## config.mk

```make
export PLATFORM = sky130hd
export DESIGN_NAME = prio_arbiter_n
export DESIGN_NICKNAME = d
export VERILOG_FILES = /design/src/rtl/prio_pkg.sv /design/src/rtl/prio_pick.sv /design/src/rtl/prio_arbiter_n.sv
export SDC_FILE = /design/constraint.sdc
export NUM_CORES = 1
export LEC_CHECK = 0
export BUFFER_PORTS_ARGS = -buffer_cell sky130_fd_sc_hd__buf_2
export CELL_PAD_IN_SITES_DETAIL_PLACEMENT = 1
export CELL_PAD_IN_SITES_GLOBAL_PLACEMENT = 2
export CORE_MARGIN = 1
export CORE_UTILIZATION = 30
export DETAILED_ROUTE_END_ITERATION = 6
export HOLD_SLACK_MARGIN = 0.06
export PLACE_DENSITY = 0.78
export REMOVE_ABC_BUFFERS = 1
export SLEW_MARGIN = 20
export SYNTH_ARGS = -nofsm -noshare
export SYNTH_HDL_FRONTEND = slang
export SYNTH_HIERARCHICAL = 1
export SYNTH_SLANG_ARGS = --single-unit
```

## constraint.sdc

```tcl
create_clock -name clk -period 3.1 [get_ports clk]
set_clock_uncertainty 0.05 [all_clocks]
set_input_delay 0.62 -clock clk [delete_from_list [all_inputs] [get_ports clk]]
set_output_delay 0.62 -clock clk [all_outputs]
set_load 0.05 [all_outputs]
```

## src/rtl/prio_pkg.sv

```systemverilog
// prio_pkg: shared FSM state and arbitration mode encodings
package prio_pkg;
    typedef enum logic {IDLE = 1'b0, OFFER = 1'b1} state_t;
    localparam logic MODE_FIXED = 1'b0;
    localparam logic MODE_RR    = 1'b1;
endpackage

```

## src/rtl/prio_pick.sv

```systemverilog
// prio_pick: combinational winner select, fixed-highest or round-robin from start
module prio_pick
    import prio_pkg::*;
#(
    parameter int N = 8,
    parameter int W = $clog2(N)
) (
    input  logic [N-1:0] eligible,
    input  logic [W-1:0] start,
    input  logic         mode,
    output logic [W-1:0] index,
    output logic         any
);
    // last match wins: fixed scans upward (highest index), rr scans offsets downward (nearest to start)
    always_comb begin
        logic [W-1:0] j;
        j = '0;
        index = '0;
        any = |eligible;
        if (mode == MODE_RR) begin
            for (int k = N - 1; k >= 0; k--) begin
                j = W'((int'(start) + k) % N);
                if (eligible[j]) index = j;
            end
        end else begin
            for (int i = 0; i < N; i++) begin
                j = W'(i);
                if (eligible[j]) index = j;
            end
        end
    end
endmodule

```

## src/rtl/prio_arbiter_n.sv

```systemverilog
// prio_arbiter_n: edge-triggered pending-request arbiter with fixed/round-robin offer handshake
module prio_arbiter_n
    import prio_pkg::*;
#(
    parameter int N = 8,
    parameter int W = $clog2(N)
) (
    input  logic         clk,
    input  logic         rst,
    input  logic [N-1:0] req,
    input  logic [N-1:0] mask,
    input  logic         rr_mode,
    output logic [W-1:0] grant_id,
    output logic         grant_valid,
    input  logic         grant_ready,
    output logic [N-1:0] pending
);
    state_t       state_q, state_d;
    logic [N-1:0] req_q, req_d, pending_q, pending_d, rise, clr, eligible;
    logic [W-1:0] grant_id_q, grant_id_d, rr_ptr_q, rr_ptr_d, pick_idx;
    logic         armed_q, pick_any;

    assign eligible    = pending_q & ~mask;
    assign grant_valid = (state_q == OFFER);
    assign grant_id    = grant_id_q;
    assign pending     = pending_q;

    prio_pick #(.N(N), .W(W)) u_pick (
        .eligible (eligible),
        .start    (rr_ptr_q),
        .mode     (rr_mode),
        .index    (pick_idx),
        .any      (pick_any)
    );

    // edge detect is disarmed for the first edge after reset so a held req does not re-pend
    always_comb begin
        req_d = req;
        rise = req & ~req_q & {N{armed_q}};
        clr = '0;
        if (state_q == OFFER && grant_ready) clr[grant_id_q] = 1'b1;
        pending_d = (pending_q & ~clr) | rise;
    end

    // IDLE picks and latches a winner; OFFER holds it until the handshake
    always_comb begin
        state_d = state_q;
        grant_id_d = grant_id_q;
        rr_ptr_d = rr_ptr_q;
        if (state_q == IDLE) begin
            if (pick_any) begin
                state_d = OFFER;
                grant_id_d = pick_idx;
            end
        end else if (grant_ready) begin
            state_d = IDLE;
            if (rr_mode == MODE_RR)
                rr_ptr_d = (grant_id_q == W'(N - 1)) ? '0 : grant_id_q + W'(1);
        end
    end

    // state registers, asynchronously cleared
    always_ff @(posedge clk or posedge rst) begin
        if (rst) begin
            state_q    <= IDLE;
            req_q      <= '0;
            pending_q  <= '0;
            grant_id_q <= '0;
            rr_ptr_q   <= '0;
            armed_q    <= 1'b0;
        end else begin
            state_q    <= state_d;
            req_q      <= req_d;
            pending_q  <= pending_d;
            grant_id_q <= grant_id_d;
            rr_ptr_q   <= rr_ptr_d;
            armed_q    <= 1'b1;
        end
    end
endmodule

```

* Word level (Yosys, flattened, before mapping)
Cells that the tools add are included.
** Storage, ports and cells
- Output and inout bits :: 12
- Word-level logic and storage cells :: 78
- Input port bits :: 20
- Register bits :: 24
** Cells by class
- Muxes and demuxes :: 39
- Bitwise operators :: 9
- Add/sub/neg operators :: 8
- $lt $le $gt $ge :: 10
- Equality and inequality tests :: 1
- Reduce and logical (&&, ||, !) cells :: 5
** Operators with widths (count)
- $mux 3 :: 14
- $lt 3x4->1 const B :: 9
- $and 8x8->8 :: 4
- $bmux 1 s3 :: 8
- $not 8->8 :: 3
- $mux 1 :: 13
- $add 3x3->3 const B :: 4
- $mux 8 :: 1
- $or 8x8->8 :: 1
- $reduce_or 8->1 :: 1
- $add 3x1->3 const B :: 2
- $add 3x2->3 const B :: 2
- $mux 2 :: 2
- $demux 1 s3 :: 1
- $eq 3x3->1 const B :: 1
- $ge 3x1->1 const B :: 1
- $reduce_and 3->1 :: 1
- $logic_and 1x1->1 :: 2
- $reduce_and 2->1 :: 1
- $not 1->1 :: 1

* Logic depth before layout (Yosys ltp)
- Depth in word-level cells :: 13
- Mapped depth :: 12
- Mapped depth without buffers :: 9

* Hierarchy
The synthesis kept the hierarchy.
** Modules (own cells, without submodules)
- prio_pick :: cells each 129, instances 1, seq. area each 0.0 um^2, area an instance 1016.0 um^2
- prio_arbiter_n :: cells each 77, instances 1, seq. area each 600.6 um^2, area an instance 945.9 um^2

* Least setup slack after synthesis
OpenSTA, ideal clock, no wires.
- Kind :: reg2reg
- Start :: register rr_ptr_q[1]
- End :: register grant_id_q[1] (netlist: grant_id[1])
- Clock period less this slack :: 3.087 ns
- Required time :: 2.922 ns
- Buffers on the path :: 3
- Setup time :: 0.128 ns
- Arrival :: 2.909 ns
- Slack :: 0.013 ns
- Cell stages (with the launch flop) :: 13
- Cells stage by stage :: dfrtp_1 -> buf_2 -> buf_2 -> inv_1 -> ha_1 -> buf_2 -> mux2i_1 -> mux2i_1 -> o221ai_1 -> o211a_1 -> o311ai_1 -> a41o_1 -> mux2_1
** On the way
- Word-level cells in the longest chain between the ends :: 12
- Elaborated cells on any way between the ends :: 32
- Those cells by class :: add/sub: 7; mux: 25
** Ends and longest elaborated chain
- from (decl) :: line prio_arbiter_n.sv:20 : logic [W-1:0] grant_id_q, grant_id_d, rr_ptr_q, rr_ptr_d, pick_idx;
- from (signal assigned) :: line prio_arbiter_n.sv:76 : rr_ptr_q <= rr_ptr_d;
- $add 3x3->3 :: line prio_pick.sv:22 : j = W'((int'(start) + k) % N);
- $bmux 1 s3 :: line prio_pick.sv:23 : if (eligible[j]) index = j;
- $mux 1 (implied by the code) :: line prio_pick.sv:23
- $mux 3 (7 in a row) :: line prio_pick.sv:23
- $mux 3 * :: line prio_pick.sv:23
- $mux 3 * :: line prio_pick.sv:20 : if (mode == MODE_RR) begin
- via pick_idx[1] :: line prio_arbiter_n.sv:20
- to (signal assigned) :: line prio_arbiter_n.sv:75 : grant_id_q <= grant_id_d;
- to (decl) :: line prio_arbiter_n.sv:20
Mark *: on every way through the listed nets, which the timed path passes. The rest lies on a longest branch. The select of a mux whose other input is x is not followed.
A chain may end at the register's enable or synchronous reset.

* Worst setup path in the final report
- Start :: register rr_ptr_q[0]
- End :: register grant_id_q[1] (netlist: grant_id[1])
Same word-level chain as after synthesis.

==> qor.csv <==
stage;metric;value;unit
logic_synthesis;largest family of logic cells by synthesized area;multiplexers;
worst_setup_path;worst-path fanout max;26;
logic_synthesis;YS warnings;6;
final_layout;area occupied by multi-input gates;0.00127;mm2
cts;CTS tree;built;
sta;Slew Limit Headroom;0.403;
cts;worst-skew pair later-pin latency;0.27;ns
logic_synthesis;Synth Flop Type;dfrtp_1;
worst_setup_path;Arrival @ worst endpoint;2.95;ns
logic_synthesis;Compound-Gate Fraction of Synth Area;0.161;
logic_synthesis;Synth area leader;dfrtp_1;
sta;Max Slew Vio Count;0;
logic_synthesis;Post-Synthesis Cells;206;
grt;largest net degree at the start of global routing;27;
hold_path;min-delay worst type;flip-flop to flip-flop;
cts;Num Clock Sinks;24;
final_layout;NumNets Final;268;
floorplan;initial core utilization;0.311;
logic_synthesis;Yosys top cell area share;0.306;
worst_setup_path;CP Data Required Time;3.20;ns
floorplan;Ports;32;
grt;vias in the first global route;1874;
sta;final setup vio count;0;
logic_synthesis;top cells by area, synth;dfrtp_1 (31%), mux2i_1 (11%), mux4_1 (5.4%), mux4_2 (4.6%), nand2_1 (4.4%);
routing;Via density;5.53;
grt;first-pass GRT wire length;9430;um
cts;H-tree levels;1;
logic_synthesis;count of cell types in the netlist;49;
routing;initial DRC count;76;
placement;PortBufs;31;
floorplan;# rows;29;
routing;Wirelength per Cell;17.4;um
status;status;complete, no violations;
worst_setup_path;launching element type of the critical path;flip-flop;
sta;Final Hold Vio Count;0;
final_layout;commonest cells after routing, fill and taps aside;buf_2 (31), dfrtp_1 (24), nand2_1 (23);
sta;RSZ-0062 raised after global routing;false;
routing;final wirelength;5560;um
final_layout;share of cells above drive strength 1;0.263;
logic_synthesis;simple-gate portion of the synthesized area;0.180;
final_layout;P&R area growth vs syn;19.3;%
worst_setup_path;Setup Crit Path Kind;flip-flop to flip-flop;
logic_synthesis;multiplexer share of the synthesized area;0.252;
worst_setup_path;cell mode on critical path;buf_4;
placement;Placer Congestion;0.842;
placement;DP HPWL;4290;um
logic_synthesis;#FFs+latches synth;24;
routing;1st-pass router iterations;4;
placement;DP Worst Slack;0.102;ns
routing;Post-DRT Antenna Nets;0;
floorplan;Die Wd;82.9;um
grt;grt total ovfl;0;
sta;Fmax;351;MHz
worst_setup_path;CP max stage cell;dfrtp_1;
routing;vias;1770;
grt;initial antenna violation count;0;
logic_synthesis;Post-synth EDFFs;0;
floorplan;die height;82.9;um
final_layout;fill cell count;761;
worst_setup_path;Crit. End Element;flip-flop;
logic_synthesis;Synth Area in Adders;0.0255;
final_layout;diode count;0;
grt;all-layer global routing usage;0.166;
floorplan;die area;0.00687;mm2
final_layout;fin util;0.371;
routing;DRC Markers;0;
logic_synthesis;Mean Syn Cell Area;9.52;um2
sta;Final min period;2.85;ns
cts;CTS Buf Count;3;
cts;Clock Path Buffers;2;
run;Max-Cap Viols;0;
final_layout;register area;601;um2
floorplan;core outline area;0.00631;mm2
logic_synthesis;post-synthesis xor/xnor area fraction;0.0217;
sta;Final Cycle Share;0.920;
final_layout;most common cell after layout, fill and taps aside;buf_2;
sta;final worst setup slack;0.248;ns
worst_setup_path;crit path cell chain;buf_4 > ha_1 > xor2_2 > mux2i_1 > o221ai_1 > buf_4 > o21ai_0 > o22ai_1 > a41o_1 > mux2_1;
cts;Root Driver;clkbuf_8;
cts;Reg clk slew, reported paths;0.08;ns
cts;CTS Hold Buffers Added;0;
worst_setup_path;Slowest Stage Delay on Critical Path;0.37;ns
logic_synthesis;sequential area share after synthesis;0.306;
logic_synthesis;Post-Syn Area;0.00196;mm2
logic_synthesis;ys async rst share;1.00;
sta;worst-margin pin slew;0.895;ns
repair_timing:
item | CTS | global route
buffers inserted | 0 | 0
resized for setup | 0 | 2
setup endpoints to repair | 0 | 2
layer usage:
layer  vias to the layer above  share of wire  track usage
li1                        837              -            -
met1                       884           0.48        0.229
met2                        43           0.48        0.278
met4                         0          0.011       0.0361
met5                         -              0            0
met3                         6          0.033       0.0229
worst max-delay path: cells and delay by family, from the launching register on:
family                   cells  cell delay [ns]
buffers and inverters        2             0.49
flip-flops                   1             0.37
XOR/XNOR                     1             0.29
adder cells (fa/ha/maj)      1             0.32
AO/OA/AOI/OAI                4             0.61
multiplexers                 2             0.60
flip-flops by register name, summed over array words and instances, names as in the netlist:
name,flops
grant_valid,1
req_q,8
grant_id,3
armed_q,1
pending,8
rr_ptr_q,3
kinds of logic after synthesis:
group | count (synthesis)
flops | 24
simple gates | 68
mux | 36
buf+inv | 24
xor+xnor | 4
compound gates | 45
fa+ha+maj | 4
other cells | 1
path summary, 6_finish.rpt:
kind                                               from                 endpoint  slack, ns  cells past startpoint
worst max-delay path            rr_ptr_q[0]$_DFFE_PP0P_  grant_id[1]$_DFFE_PP0P_       0.25                     10
worst min-delay path                 req_q[0]$_DFF_PP0_     pending[0]$_DFF_PP0_       0.37                      1
worst max register to register  rr_ptr_q[0]$_DFFE_PP0P_  grant_id[1]$_DFFE_PP0P_       0.25                     10
worst min register to register       req_q[0]$_DFF_PP0_     pending[0]$_DFF_PP0_       0.37                      1
max in group asynchronous                           rst     pending[5]$_DFF_PP0_       1.97                      2
min in group asynchronous                           rst       req_q[1]$_DFF_PP0_       0.48                      2
area by class of cell:
type,count,area share
Clock buffer,4,0.0235
Tap cell,77,0.0412
Sequential cell,24,0.257
Multi-Input combinational cell,158,0.542
Inverter,8,0.0128
Timing Repair Buffer,49,0.124
stage by stage:
step	cells	hold slack, ns	TNS, ns	instance area [um2]
4_1_cts	320	0.373	0	2330
6_report	320	0.369	0	2340
3_3_place_gp	316	0.353	0	2280
3_5_place_dp	316	0.361	0	2280
2_1_floorplan	190	0.350	-0.129	1890
5_1_grt	320	0.398	0	2340
Yosys cell counts, types with 2 or more instances:
| cell | n |
|---|---|
| dfrtp_1 | 24 |
| nand2_1 | 23 |
| mux2i_1 | 22 |
| clkbuf_1 | 11 |
| nand3_1 | 9 |
| nand3b_1 | 8 |
| nor2b_1 | 8 |
| o21ai_1 | 8 |
| inv_1 | 7 |
| nor2_1 | 7 |
| mux2_1 | 5 |
| o21ai_0 | 5 |
| o221ai_1 | 5 |
| a21oi_1 | 4 |
| buf_2 | 4 |
| ha_1 | 4 |
| mux4_1 | 4 |
| mux4_2 | 4 |
| nand2b_1 | 4 |
| a31oi_1 | 3 |
| nor3_1 | 3 |
| o2111ai_1 | 3 |
| o31ai_1 | 3 |
| o22ai_1 | 2 |
| xor2_1 | 2 |
Power is not shown: default switching activity piles up to over one toggle a cycle in this logic, so the estimate is an artifact.
